[src/rtl/vga_pattern_gen.sv]
// VGA timing plus four runtime-selectable test patterns, paced by a pixel enable on the system clock.
// Outputs are registered one pixel period behind the h/v counters; there is no backpressure (free-running raster).
module vga_pattern_gen #(
    parameter int H_ACTIVE = 640,
    parameter int H_FP     = 16,
    parameter int H_SYNC   = 96,
    parameter int H_BP     = 48,
    parameter int V_ACTIVE = 480,
    parameter int V_FP     = 10,
    parameter int V_SYNC   = 2,
    parameter int V_BP     = 33,
    parameter int CLK_DIV  = 4,
    parameter int COLOR_W  = 4,
    parameter int SYNC_POL = 0
) (
    input  logic                   clk,
    input  logic                   rst,
    input  logic [1:0]             mode_in,
    input  logic                   mode_load,
    output logic                   h_sync,
    output logic                   v_sync,
    output logic                   de,
    output logic [3*COLOR_W-1:0]   pixel_data,
    output logic [9:0]             x_pos,
    output logic [9:0]             y_pos,
    output logic                   frame_start,
    output logic [1:0]             mode_cur
);

    localparam int H_TOTAL = H_ACTIVE + H_FP + H_SYNC + H_BP;
    localparam int V_TOTAL = V_ACTIVE + V_FP + V_SYNC + V_BP;
    localparam int DIV_W   = (CLK_DIV > 1) ? $clog2(CLK_DIV) : 1;

    localparam logic [DIV_W-1:0] DIV_LAST = DIV_W'(CLK_DIV - 1);
    localparam logic [9:0]  H_LAST = 10'(H_TOTAL - 1);
    localparam logic [9:0]  V_LAST = 10'(V_TOTAL - 1);
    localparam logic [10:0] H_ACT  = 11'(H_ACTIVE);
    localparam logic [10:0] V_ACT  = 11'(V_ACTIVE);
    localparam logic [10:0] HS_BEG = 11'(H_ACTIVE + H_FP);
    localparam logic [10:0] HS_END = 11'(H_ACTIVE + H_FP + H_SYNC);
    localparam logic [10:0] VS_BEG = 11'(V_ACTIVE + V_FP);
    localparam logic [10:0] VS_END = 11'(V_ACTIVE + V_FP + V_SYNC);
    localparam logic [9:0]  BAR_W  = 10'(H_ACTIVE / 8);
    localparam logic [9:0]  H_EDGE = 10'(H_ACTIVE - 1);
    localparam logic [9:0]  V_EDGE = 10'(V_ACTIVE - 1);
    localparam logic [9:0]  BX_MAX = 10'(H_ACTIVE - 32);
    localparam logic [9:0]  BY_MAX = 10'(V_ACTIVE - 32);
    localparam logic        SYNC_ON = (SYNC_POL != 0);

    function automatic logic [3*COLOR_W-1:0] rgb(input logic r, input logic g, input logic b);
        return {{COLOR_W{r}}, {COLOR_W{g}}, {COLOR_W{b}}};
    endfunction

    // Returns {direction, position}; direction 1 means moving toward larger coordinates.
    function automatic logic [10:0] bounce(input logic [9:0] pos, input logic fwd, input logic [9:0] lim);
        logic [10:0] r;
        if (fwd && pos == lim)
            r = {1'b0, pos - 10'd1};
        else if (!fwd && pos == 10'd0)
            r = {1'b1, pos + 10'd1};
        else
            r = {fwd, fwd ? pos + 10'd1 : pos - 10'd1};
        return r;
    endfunction

    logic [DIV_W-1:0]     div_q, div_d;
    logic [9:0]           h_q, h_d, v_q, v_d;
    logic                 h_sync_q, h_sync_d, v_sync_q, v_sync_d, de_q, de_d;
    logic [3*COLOR_W-1:0] pix_q, pix_d;
    logic [9:0]           x_q, x_d, y_q, y_d;
    logic                 fs_q, fs_d;
    logic [1:0]           mode_cur_q, mode_cur_d, pend_q, pend_d;
    logic                 pend_vld_q, pend_vld_d;
    logic [9:0]           bx_q, bx_d, by_q, by_d;
    logic                 dx_q, dx_d, dy_q, dy_d;
    logic [9:0]           show_bx_q, show_bx_d, show_by_q, show_by_d;

    logic                 pe, boundary;
    logic [1:0]           mode_eff;
    logic [9:0]           show_bx, show_by;
    logic                 in_hs, in_vs, active, in_box;
    logic [9:0]           bar;
    logic [2:0]           bar_idx;
    logic [3*COLOR_W-1:0] pattern;

    assign pe       = (div_q == DIV_LAST);
    assign boundary = pe && (h_q == 10'd0) && (v_q == 10'd0);
    // The boundary pixel itself already belongs to the new frame, so it sees the new mode and box.
    assign mode_eff = (boundary && pend_vld_q) ? pend_q : mode_cur_q;
    assign show_bx  = boundary ? bx_q : show_bx_q;
    assign show_by  = boundary ? by_q : show_by_q;

    always_comb begin
        in_hs   = ({1'b0, h_q} >= HS_BEG) && ({1'b0, h_q} < HS_END);
        in_vs   = ({1'b0, v_q} >= VS_BEG) && ({1'b0, v_q} < VS_END);
        active  = ({1'b0, h_q} < H_ACT) && ({1'b0, v_q} < V_ACT);
        bar     = h_q / BAR_W;
        bar_idx = (bar > 10'd7) ? 3'd7 : bar[2:0];
        in_box  = ({1'b0, h_q} >= {1'b0, show_bx}) && ({1'b0, h_q} < {1'b0, show_bx} + 11'd32) &&
                  ({1'b0, v_q} >= {1'b0, show_by}) && ({1'b0, v_q} < {1'b0, show_by} + 11'd32);
        pattern = '0;
        case (mode_eff)
            2'd0: begin
                case (bar_idx)
                    3'd0:    pattern = rgb(1'b1, 1'b1, 1'b1);
                    3'd1:    pattern = rgb(1'b1, 1'b1, 1'b0);
                    3'd2:    pattern = rgb(1'b0, 1'b1, 1'b1);
                    3'd3:    pattern = rgb(1'b0, 1'b1, 1'b0);
                    3'd4:    pattern = rgb(1'b1, 1'b0, 1'b1);
                    3'd5:    pattern = rgb(1'b1, 1'b0, 1'b0);
                    3'd6:    pattern = rgb(1'b0, 1'b0, 1'b1);
                    default: pattern = rgb(1'b0, 1'b0, 1'b0);
                endcase
            end
            2'd1:    pattern = rgb(h_q[5] ^ v_q[5], h_q[5] ^ v_q[5], h_q[5] ^ v_q[5]);
            2'd2: begin
                if (h_q[4:0] == 5'd0 || v_q[4:0] == 5'd0 || h_q == H_EDGE || v_q == V_EDGE)
                    pattern = rgb(1'b1, 1'b1, 1'b1);
                else
                    pattern = rgb(1'b0, 1'b0, 1'b1);
            end
            default: pattern = rgb(in_box, 1'b0, 1'b0);
        endcase
    end

    always_comb begin
        div_d = pe ? '0 : div_q + DIV_W'(1);
        h_d   = h_q;
        v_d   = v_q;
        if (pe) begin
            if (h_q == H_LAST) begin
                h_d = 10'd0;
                v_d = (v_q == V_LAST) ? 10'd0 : v_q + 10'd1;
            end else begin
                h_d = h_q + 10'd1;
            end
        end

        h_sync_d = h_sync_q;
        v_sync_d = v_sync_q;
        de_d     = de_q;
        pix_d    = pix_q;
        x_d      = x_q;
        y_d      = y_q;
        if (pe) begin
            h_sync_d = in_hs ? SYNC_ON : ~SYNC_ON;
            v_sync_d = in_vs ? SYNC_ON : ~SYNC_ON;
            de_d     = active;
            pix_d    = active ? pattern : '0;
            if (active) begin
                x_d = h_q;
                y_d = v_q;
            end
        end
        fs_d = boundary;

        // A load on the boundary edge itself waits for the following frame.
        mode_cur_d = mode_eff;
        pend_d     = pend_q;
        pend_vld_d = pend_vld_q && !boundary;
        if (mode_load) begin
            pend_d     = mode_in;
            pend_vld_d = 1'b1;
        end

        show_bx_d  = show_bx;
        show_by_d  = show_by;
        {dx_d, bx_d} = {dx_q, bx_q};
        {dy_d, by_d} = {dy_q, by_q};
        if (boundary) begin
            {dx_d, bx_d} = bounce(bx_q, dx_q, BX_MAX);
            {dy_d, by_d} = bounce(by_q, dy_q, BY_MAX);
        end
    end

    always_ff @(posedge clk) begin
        if (rst) begin
            div_q      <= '0;
            h_q        <= 10'd0;
            v_q        <= 10'd0;
            h_sync_q   <= ~SYNC_ON;
            v_sync_q   <= ~SYNC_ON;
            de_q       <= 1'b0;
            pix_q      <= '0;
            x_q        <= 10'd0;
            y_q        <= 10'd0;
            fs_q       <= 1'b0;
            mode_cur_q <= 2'd0;
            pend_q     <= 2'd0;
            pend_vld_q <= 1'b0;
            bx_q       <= 10'd0;
            by_q       <= 10'd0;
            dx_q       <= 1'b1;
            dy_q       <= 1'b1;
            show_bx_q  <= 10'd0;
            show_by_q  <= 10'd0;
        end else begin
            div_q      <= div_d;
            h_q        <= h_d;
            v_q        <= v_d;
            h_sync_q   <= h_sync_d;
            v_sync_q   <= v_sync_d;
            de_q       <= de_d;
            pix_q      <= pix_d;
            x_q        <= x_d;
            y_q        <= y_d;
            fs_q       <= fs_d;
            mode_cur_q <= mode_cur_d;
            pend_q     <= pend_d;
            pend_vld_q <= pend_vld_d;
            bx_q       <= bx_d;
            by_q       <= by_d;
            dx_q       <= dx_d;
            dy_q       <= dy_d;
            show_bx_q  <= show_bx_d;
            show_by_q  <= show_by_d;
        end
    end

    assign h_sync      = h_sync_q;
    assign v_sync      = v_sync_q;
    assign de          = de_q;
    assign pixel_data  = pix_q;
    assign x_pos       = x_q;
    assign y_pos       = y_q;
    assign frame_start = fs_q;
    assign mode_cur    = mode_cur_q;

endmodule

[config.mk]
export PLATFORM = sky130hd
export DESIGN_NAME = vga_pattern_gen
export DESIGN_NICKNAME = d
export VERILOG_FILES = /design/src/rtl/vga_pattern_gen.sv
export SDC_FILE = /design/constraint.sdc
export NUM_CORES = 1
export LEC_CHECK = 0
export CORE_AREA = 10 10 177 96
export DETAILED_ROUTE_END_ITERATION = 12
export DIE_AREA = 0 0 187 106
export SLEW_MARGIN = 5
export SYNTH_ARGS = -nofsm -noshare
export SYNTH_HDL_FRONTEND = slang
export SYNTH_SLANG_ARGS = --single-unit
export TNS_END_PERCENT = 5
[constraint.sdc]
create_clock -name clk -period 10.7 [get_ports clk]
set_clock_uncertainty 0.2 [all_clocks]
set_input_delay 1.605 -clock clk [delete_from_list [all_inputs] [get_ports clk]]
set_output_delay 1.605 -clock clk [all_outputs]
set_load 0.03 [all_outputs]
# == Word-level counts from Yosys, hierarchy flattened ==
# Index checks and enable logic that the tools add are counted.
# op_classes
div_mod_pow,1
magnitude_cmp,11
n_reduce_logical,35
addsub,9
bitwise_logic,1
n_mux,19
n_eq_ne,15
# ops
cell,count
12-bit one-hot mux with 7 select lines,1
10-bit 2-to-1 mux,6
11-bit 2-to-1 mux,4
10-bit by 1-bit adder with 10-bit output (second input constant),4
10-bit == test (second input constant),4
10-bit logical NOT,4
12-bit one-hot mux with 3 select lines,1
12-bit 2-to-1 mux,2
10-bit by 6-bit adder with 11-bit output (second input constant),2
10-bit by 11-bit less-than comparator with 1-bit output,2
10-bit by 9-bit == test with 1-bit output (second input constant),2
10-bit >= comparator,2
10-bit less-than comparator (second input constant),2
10-bit by 9-bit less-than comparator with 1-bit output (second input constant),2
10-bit by 1-bit subtractor with 10-bit output (second input constant),2
1-bit logical AND,14
10-bit by 7-bit divider with 10-bit output (second input constant),1
10-bit >= comparator (second input constant),1
10-bit by 9-bit >= comparator with 1-bit output (second input constant),1
10-bit by 3-bit > comparator with 1-bit output (second input constant),1
5-bit logical NOT,2
3-bit == test (second input constant),3
2-bit AND reduction,4
3-bit by 2-bit == test with 1-bit output (second input constant),2
other kinds (14),22
# word_totals
reg_bits,105
output_inout_bits,38

# == Logic depth before layout (Yosys ltp) ==
# Gate-level depths: netlist of the first run.
# logic_depth
word_depth,11
ltp_mapped,18

# == Least setup slack after synthesis of the first run ==
# No wires, ideal clock.
# synth_path
path_kind,register -> register
start,register v_q[0]
end,register pix_q[10] (netlist: pixel_data[10])
path_slack_ps,6816
path_buffers,1
t_arrival_ps,3557
path_stages_with_launch,17
cell_sequence,dfxtp_1 -> inv_1 -> ha_1 -> or3b_2 -> nor4_4 -> nand2_2 -> buf_2 -> mux2i_1 -> inv_1 -> ha_1 -> xor2_1 -> ha_1 -> and3_1 -> a21oi_1 -> or4_1 -> nand4_1 -> a22oi_1
# synth_rtl
item,line_no,text
start: declaration,67,"logic [9:0] h_q, h_d, v_q, v_d;"
start signal: assignment,200,v_q <= v_d;
10-bit logical NOT *,87,assign boundary = pe && (h_q == 10'd0) && (v_q == 10'd0);
1-bit logical AND *,87,
10-bit 2-to-1 mux *,91,assign show_by = boundary ? by_q : show_by_q;
net show_by[6],80,"logic [9:0] show_bx, show_by;"
10-bit by 6-bit adder with 11-bit output / 10-bit >= comparator (equally long branches),100,"({1'b0, v_q} >= {1'b0, show_by}) && ({1'b0, v_q} < {1'b0, show_by} + 11'd32);"
10-bit by 11-bit less-than comparator with 1-bit output / 1-bit logical AND (equally long branches),"100, 99",
1-bit logical AND *,100,
12-bit one-hot mux with 3 select lines *,102,case (mode_eff)
12-bit 2-to-1 mux *,149,pix_d = active ? pattern : '0;
end signal: assignment,204,pix_q <= pix_d;
end: declaration,69,"logic [3*COLOR_W-1:0] pix_q, pix_d;"
# The timed path passes the listed nets; every way through them passes the cells marked *.
# A chain may end at the register's enable or synchronous reset.

# == Worst setup path after layout of the first run ==
# layout_path
start,register div_q[0]
end,register pix_q[10] (netlist: pixel_data[10])
# layout_rtl
item,line_no,text
start: declaration,66,"logic [DIV_W-1:0] div_q, div_d;"
start signal: assignment,198,div_q <= div_d;
2-bit == test *,86,assign pe = (div_q == DIV_LAST);
1-bit logical AND * (2 in a row),87,
10-bit 2-to-1 mux *,91,
net show_by[5],80,
10-bit by 6-bit adder with 11-bit output / 10-bit >= comparator (equally long branches),100,
10-bit by 11-bit less-than comparator with 1-bit output / 1-bit logical AND (equally long branches),"100, 99",
1-bit logical AND *,100,
12-bit one-hot mux with 3 select lines *,102,
12-bit 2-to-1 mux *,149,
# Marked as above.

==> flow_summary.ini, run 1 <==
[placed_design]
dp_hpwl_um = 10500
post-place-ws_ps = 6210
gp_congestion = 0.877
port_buffers = 42

[sta]
finalCriticalPeriod_ps = 4540
max-slew-margin-rel_pct = 38.2
min_period_over_period_pct = 42.5
fmax_ghz = 0.220
tightest_slew_ps = 923
slew_violations = 0
hold_viol_final = 0
setup_ws_ps = 6160
tns_ps = 0
setup_viol = 0
rsz0062_at_grt = no

[clock_network]
cts_root_buffer = clkbuf_16
cts_tree = built
hold_buffers = 0
cts.sinks = 96
clkLatencyLatePin_ps = 340
post_cts_resized = 0
htreeDepth = 3
clk_pin_slew_ps = 60
cts.path.max_buffers = 2
cts_buffers = 9
cts_setup_buffers = 0

[logic_synthesis]
synth_area_per_cell_um2 = 8.39
async_reset_ff_share_pct = 0
synth_fa_ha_area_share_pct = 9.79
synth.top_cell.area_share_pct = 35.1
seq_area_frac_synth_pct = 35.1
yosysTopAreaCell = dfxtp_1
synth_ff_type = dfxtp_1
netlist_instances = 652
synth.most_common_cell = nor2_1
synth_simple_gate_area_share_pct = 23.4
synth_nets = 699
yosys.area_share.xor_xnor_pct = 6.72
ys_top_cells_by_count = nor2_1, dfxtp_1, ha_1, nand2_1, mux2i_1
synth_area_mm2 = 0.00547
synth_edf_count = 0
synth-seq-cells = 96
synth.distinct_cells = 68
ys_top_cells_by_area = dfxtp_1, ha_1, nor2_1
yosys_warnings = 0
muxShareOfSynthArea_pct = 6.86
synth_compound_area_share_pct = 12.7
synth_top_family_by_area = simple AND/OR/NAND/NOR gates

[route]
vias = 4725
drt_iter0_drc = 411
viasPerCell = 5.44
drc = 0
antenna_left = 0
routedWlPerCell_um = 16.2
routed_wl_um = 14100
dr.pass1.iters = 5

[global_routing]
grt_pass1_wl_um = 23400
grt_max_degree = 84
overflow = 0
grt_use_total_pct = 14.1
grt_pass1_vias = 4477
antenna_found_initial = 0

[critical_path]
end_kind = flip-flop
path_cells = ha_1, or4b_4, nor4_4, nand2_2, buf_4, mux2i_1, inv_1, ha_1, xor2_1, ha_1, and3_1, a21oi_1, or4_1, nand4_1, a22oi_1
cp_top_family = simple AND/OR/NAND/NOR gates
cp_slowest_cell = or4_1
cpPeakStageDelay_ps = 620
critPathLaunchType = flip-flop
critPathBufInv = 2
critPathMaxFanout = 37
crit_path_frequent_cell = ha_1
required_ps = 10720
critPathKind = flip-flop to flip-flop
crit_arrival_ps = 4560

[power]
ir_drop_v = 0.0000756
leakage_uw = 0.00261
power.density_mw_per_mm2 = 119

[floorplanning]
io-pin-count = 43
die_area_mm2 = 0.0198
die_y_um = 106
num_rows = 31
fp.dieW_um = 187
start_util_pct = 39.0
core_mm2 = 0.0140

[finish]
synthToLayoutAreaGrowth_pct = 14.0
final_layout_size_suffix_gt1_share_pct = 5.37
num-nets-final = 712
diodes = 0

[run_status]
outcome = complete, no violations

[run]
max_cap_violations = 0

[worst_hold_path]
hp-class = flip-flop to flip-flop
## registers in the layout, summed over array words and instances (netlist names), 2 cells and up
name / count
pend_q: 2
by_q: 10
bx_q: 10
v_q: 10
show_by_q: 10
div_q: 2
y_pos: 10
x_pos: 10
show_bx_q: 10
h_q: 10
mode_cur: 2
pixel_data: 3
## worst reg2reg max path: stages, from the launching register on
cell	delay [ps]
dfxtp_1	340
ha_1	450
or4b_4	540
nor4_4	330
nand2_2	80
buf_4	290
mux2i_1	320
inv_1	130
ha_1	240
xor2_1	170
ha_1	310
and3_1	150
a21oi_1	60
or4_1	620
nand4_1	140
a22oi_1	60
## area by class of cell
class | instances | area [um2]
Tap cell | 198 | 248
Clock inverter | 4 | 26.3
Timing Repair Buffer | 46 | 445
Multi-Input combinational cell | 491 | 3250
Clock buffer | 12 | 267
Fill cell | 1375 | 7800
Inverter | 21 | 78.8
Sequential cell | 96 | 1920
## metal layers
metal,vias up,global-route usage (%),wire [um]
met5,-,0,0
met4,0,2.75,113
met3,17,3.16,885
met2,150,21.2,5750
met1,2246,20.2,7330
li1,2312,-,-
## final timing paths
path | from | endpoint | slack, ps | depth (start not counted)
hold / removal | div_q[0]$_SDFF_PP0_ | div_q[0]$_SDFF_PP0_ | 230 | 1
setup reg to reg | div_q[0]$_SDFF_PP0_ | pixel_data[10]$_SDFFE_PP0P_ | 6160 | 15
setup / recovery | div_q[0]$_SDFF_PP0_ | pixel_data[10]$_SDFFE_PP0P_ | 6160 | 15
hold reg to reg | div_q[0]$_SDFF_PP0_ | div_q[0]$_SDFF_PP0_ | 230 | 1
## stage by stage
stage | std cells | instance area (um2) | power (uW) | hold WS, ps | utilization, %
after floorplan | 652 | 5470 | 420 | 204 | -
after global routing | 868 | 6240 | 773 | 255 | 44.4
after detailed placement | 852 | 5950 | 437 | 226 | 42.4
final | 868 | 6240 | 745 | 233 | 44.4
after CTS | 868 | 6240 | 754 | 236 | 44.4
after global placement | 852 | 5950 | 434 | 211 | 42.4
## placed cells by master, fill, tap and decap left out, types with 5 or more instances in the layout
cell and instances:
a21oi_1 34, and3_1 10, clkbuf_16 9, clkdlybuf4s50_1 41, dfxtp_1 96, ha_1 42, inv_1 20, mux2i_1 35
nand2_1 40, nand2b_1 6, nand3_1 14, nand4_1 11, nor2_1 112, nor3_1 19, o21ai_0 26, or3_1 9
or4_1 5, xnor2_1 17, xor2_1 25
## report_power, final
group	leakage (uW)	internal [uW]	switching, uW
Combinational	0.00169	22.9	38.2
Sequential	0.000775	362	5.49
Clock	0.000145	177	140
## cell families (layout without fill, tap and decap cells)
group,after synthesis,after routing
flip-flops,96,96
XOR/XNOR,42,42
AND/OR/NAND/NOR,261,261
adder cells (fa/ha/maj),43,43
AO/OA/AOI/OAI,108,108
buffers and inverters,65,83
multiplexers,37,37
Note: power is estimated with default switching activity, not from simulation.
==> run 2, diff against run 1 <==
- clock period: 10.7 -> 4 ns (I/O delays scaled with it)
==> flow_summary.ini, run 2 (synthesized netlist as in run 1, its figures left out) <==
[global_routing]
grt_pass1_vias = 4530
grt_max_degree = 48
grt_pass1_wl_um = 24200
antenna_found_initial = 0
overflow = 0
grt_use_total_pct = 14.8

[sta]
slew_violations = 0
setup_viol = 0
finalCriticalPeriod_ps = 3800
rsz0062_at_grt = no
max-slew-margin-rel_pct = 37.9
tns_ps = 0
tightest_slew_ps = 927
hold_viol_final = 0
min_period_over_period_pct = 94.9
whs_ps = 230
fmax_ghz = 0.264

[route]
routedWlPerCell_um = 16.4
drc = 0
viasPerCell = 5.37
vias = 4805
routed_wl_um = 14700
antenna_left = 0
dr.pass1.iters = 5
drt_iter0_drc = 450

[placed_design]
port_buffers = 42
gp_congestion = 0.858
dp_hpwl_um = 10900
postPlaceCellArea_mm2 = 0.00612

[clock_network]
htreeDepth = 3
clk_pin_slew_ps = 70
clkLatencyLatePin_ps = 350
hold_buffers = 0
cts_root_buffer = clkbuf_16
cts_tree = built
cts.path.max_buffers = 2
cts_buffers = 9
cts.sinks = 96

[run]
max_cap_violations = 0

[floorplanning]
core_mm2 = 0.0140
num_rows = 31
io-pin-count = 43
fp.dieW_um = 187
start_util_pct = 39.0
die_y_um = 106
die_area_mm2 = 0.0198

[finish]
layout_commonest_cell = nor2_1
diodes = 0
layout_common_cells = nor2_1, dfxtp_1, ha_1
design_area_mm2 = 0.00652
final_layout_size_suffix_gt1_share_pct = 9.90
final_core_util_pct = 46.5
num-nets-final = 740
synthToLayoutAreaGrowth_pct = 19.2

[critical_path]
critPathMaxFanout = 14
worstReg2RegStart = h_q[0]$_SDFFE_PP0P_
end_kind = flip-flop
required_ps = 4020
critPathLaunchType = flip-flop
critPathKind = flip-flop to flip-flop
crit_arrival_ps = 3820
cp-startpoint = h_q[0]$_SDFFE_PP0P_

[power]
ir_drop_v = 0.000231
power.density_mw_per_mm2 = 305
leakage_uw = 0.00273

[worst_hold_path]
hp-class = flip-flop to flip-flop
min-delay-start = div_q[0]$_SDFF_PP0_

[run_status]
outcome = complete, no violations
-- run 2: per-layer routing --
layer	global-route usage, %	vias to the layer above	wire [um]
li1	-	2360	-
met1	21.8	2269	7700
met2	20.9	162	5770
met3	3.65	14	1090
met4	3.49	0	141
met5	0	-	0
-- run 2: worst max-delay path: stages, from the launching register on --
cell	delay, ps
dfxtp_1	350
inv_1	120
ha_1	140
or4b_1	510
nor4_4	240
nand2_4	140
buf_12	190
buf_4	140
mux2i_1	130
ha_1	330
nand2_1	50
o21ai_0	280
a21oi_1	120
or4_4	570
nand4_1	110
a22oi_1	60
-- run 2: final cells by class --
type | instances | area, um2
flip-flops and latches | 96 | 1920
well taps | 198 | 248
repair buffers | 74 | 686
clock buffers | 11 | 253
inverters | 21 | 78.8
fillers | 1373 | 7520
clock inverters | 4 | 30.0
multi-input cells | 491 | 3310
-- run 2: worst paths after layout --
path	slack, ps	cells after the start	endpoint
worst max-delay path	200	15	pixel_data[10]$_SDFFE_PP0P_
worst min-delay path	230	1	div_q[0]$_SDFF_PP0_
worst max register to register	200	15	pixel_data[10]$_SDFFE_PP0P_
worst min register to register	230	1	div_q[0]$_SDFF_PP0_
-- run 2: repair_timing --
item                                    4_1_cts  5_1_grt
resized for setup                             0       16
endpoints found under the setup margin        0        1
setup buffers                                 0        4
-- run 2: power by group --
part	switching, uW	internal [uW]	leakage, uW
Sequential	14.5	969	0.000775
Combinational	109	72.6	0.00183
Clock	371	452	0.000126
-- run 2: metrics by stage --
stage	worst slack [ps]	power [uW]	cells
finish	205	1990	895
global route	21.6	2060	895
CTS	27.2	2000	890
detailed placement	49.4	1170	875
global placement	238	1170	875
floorplan	116	1120	652
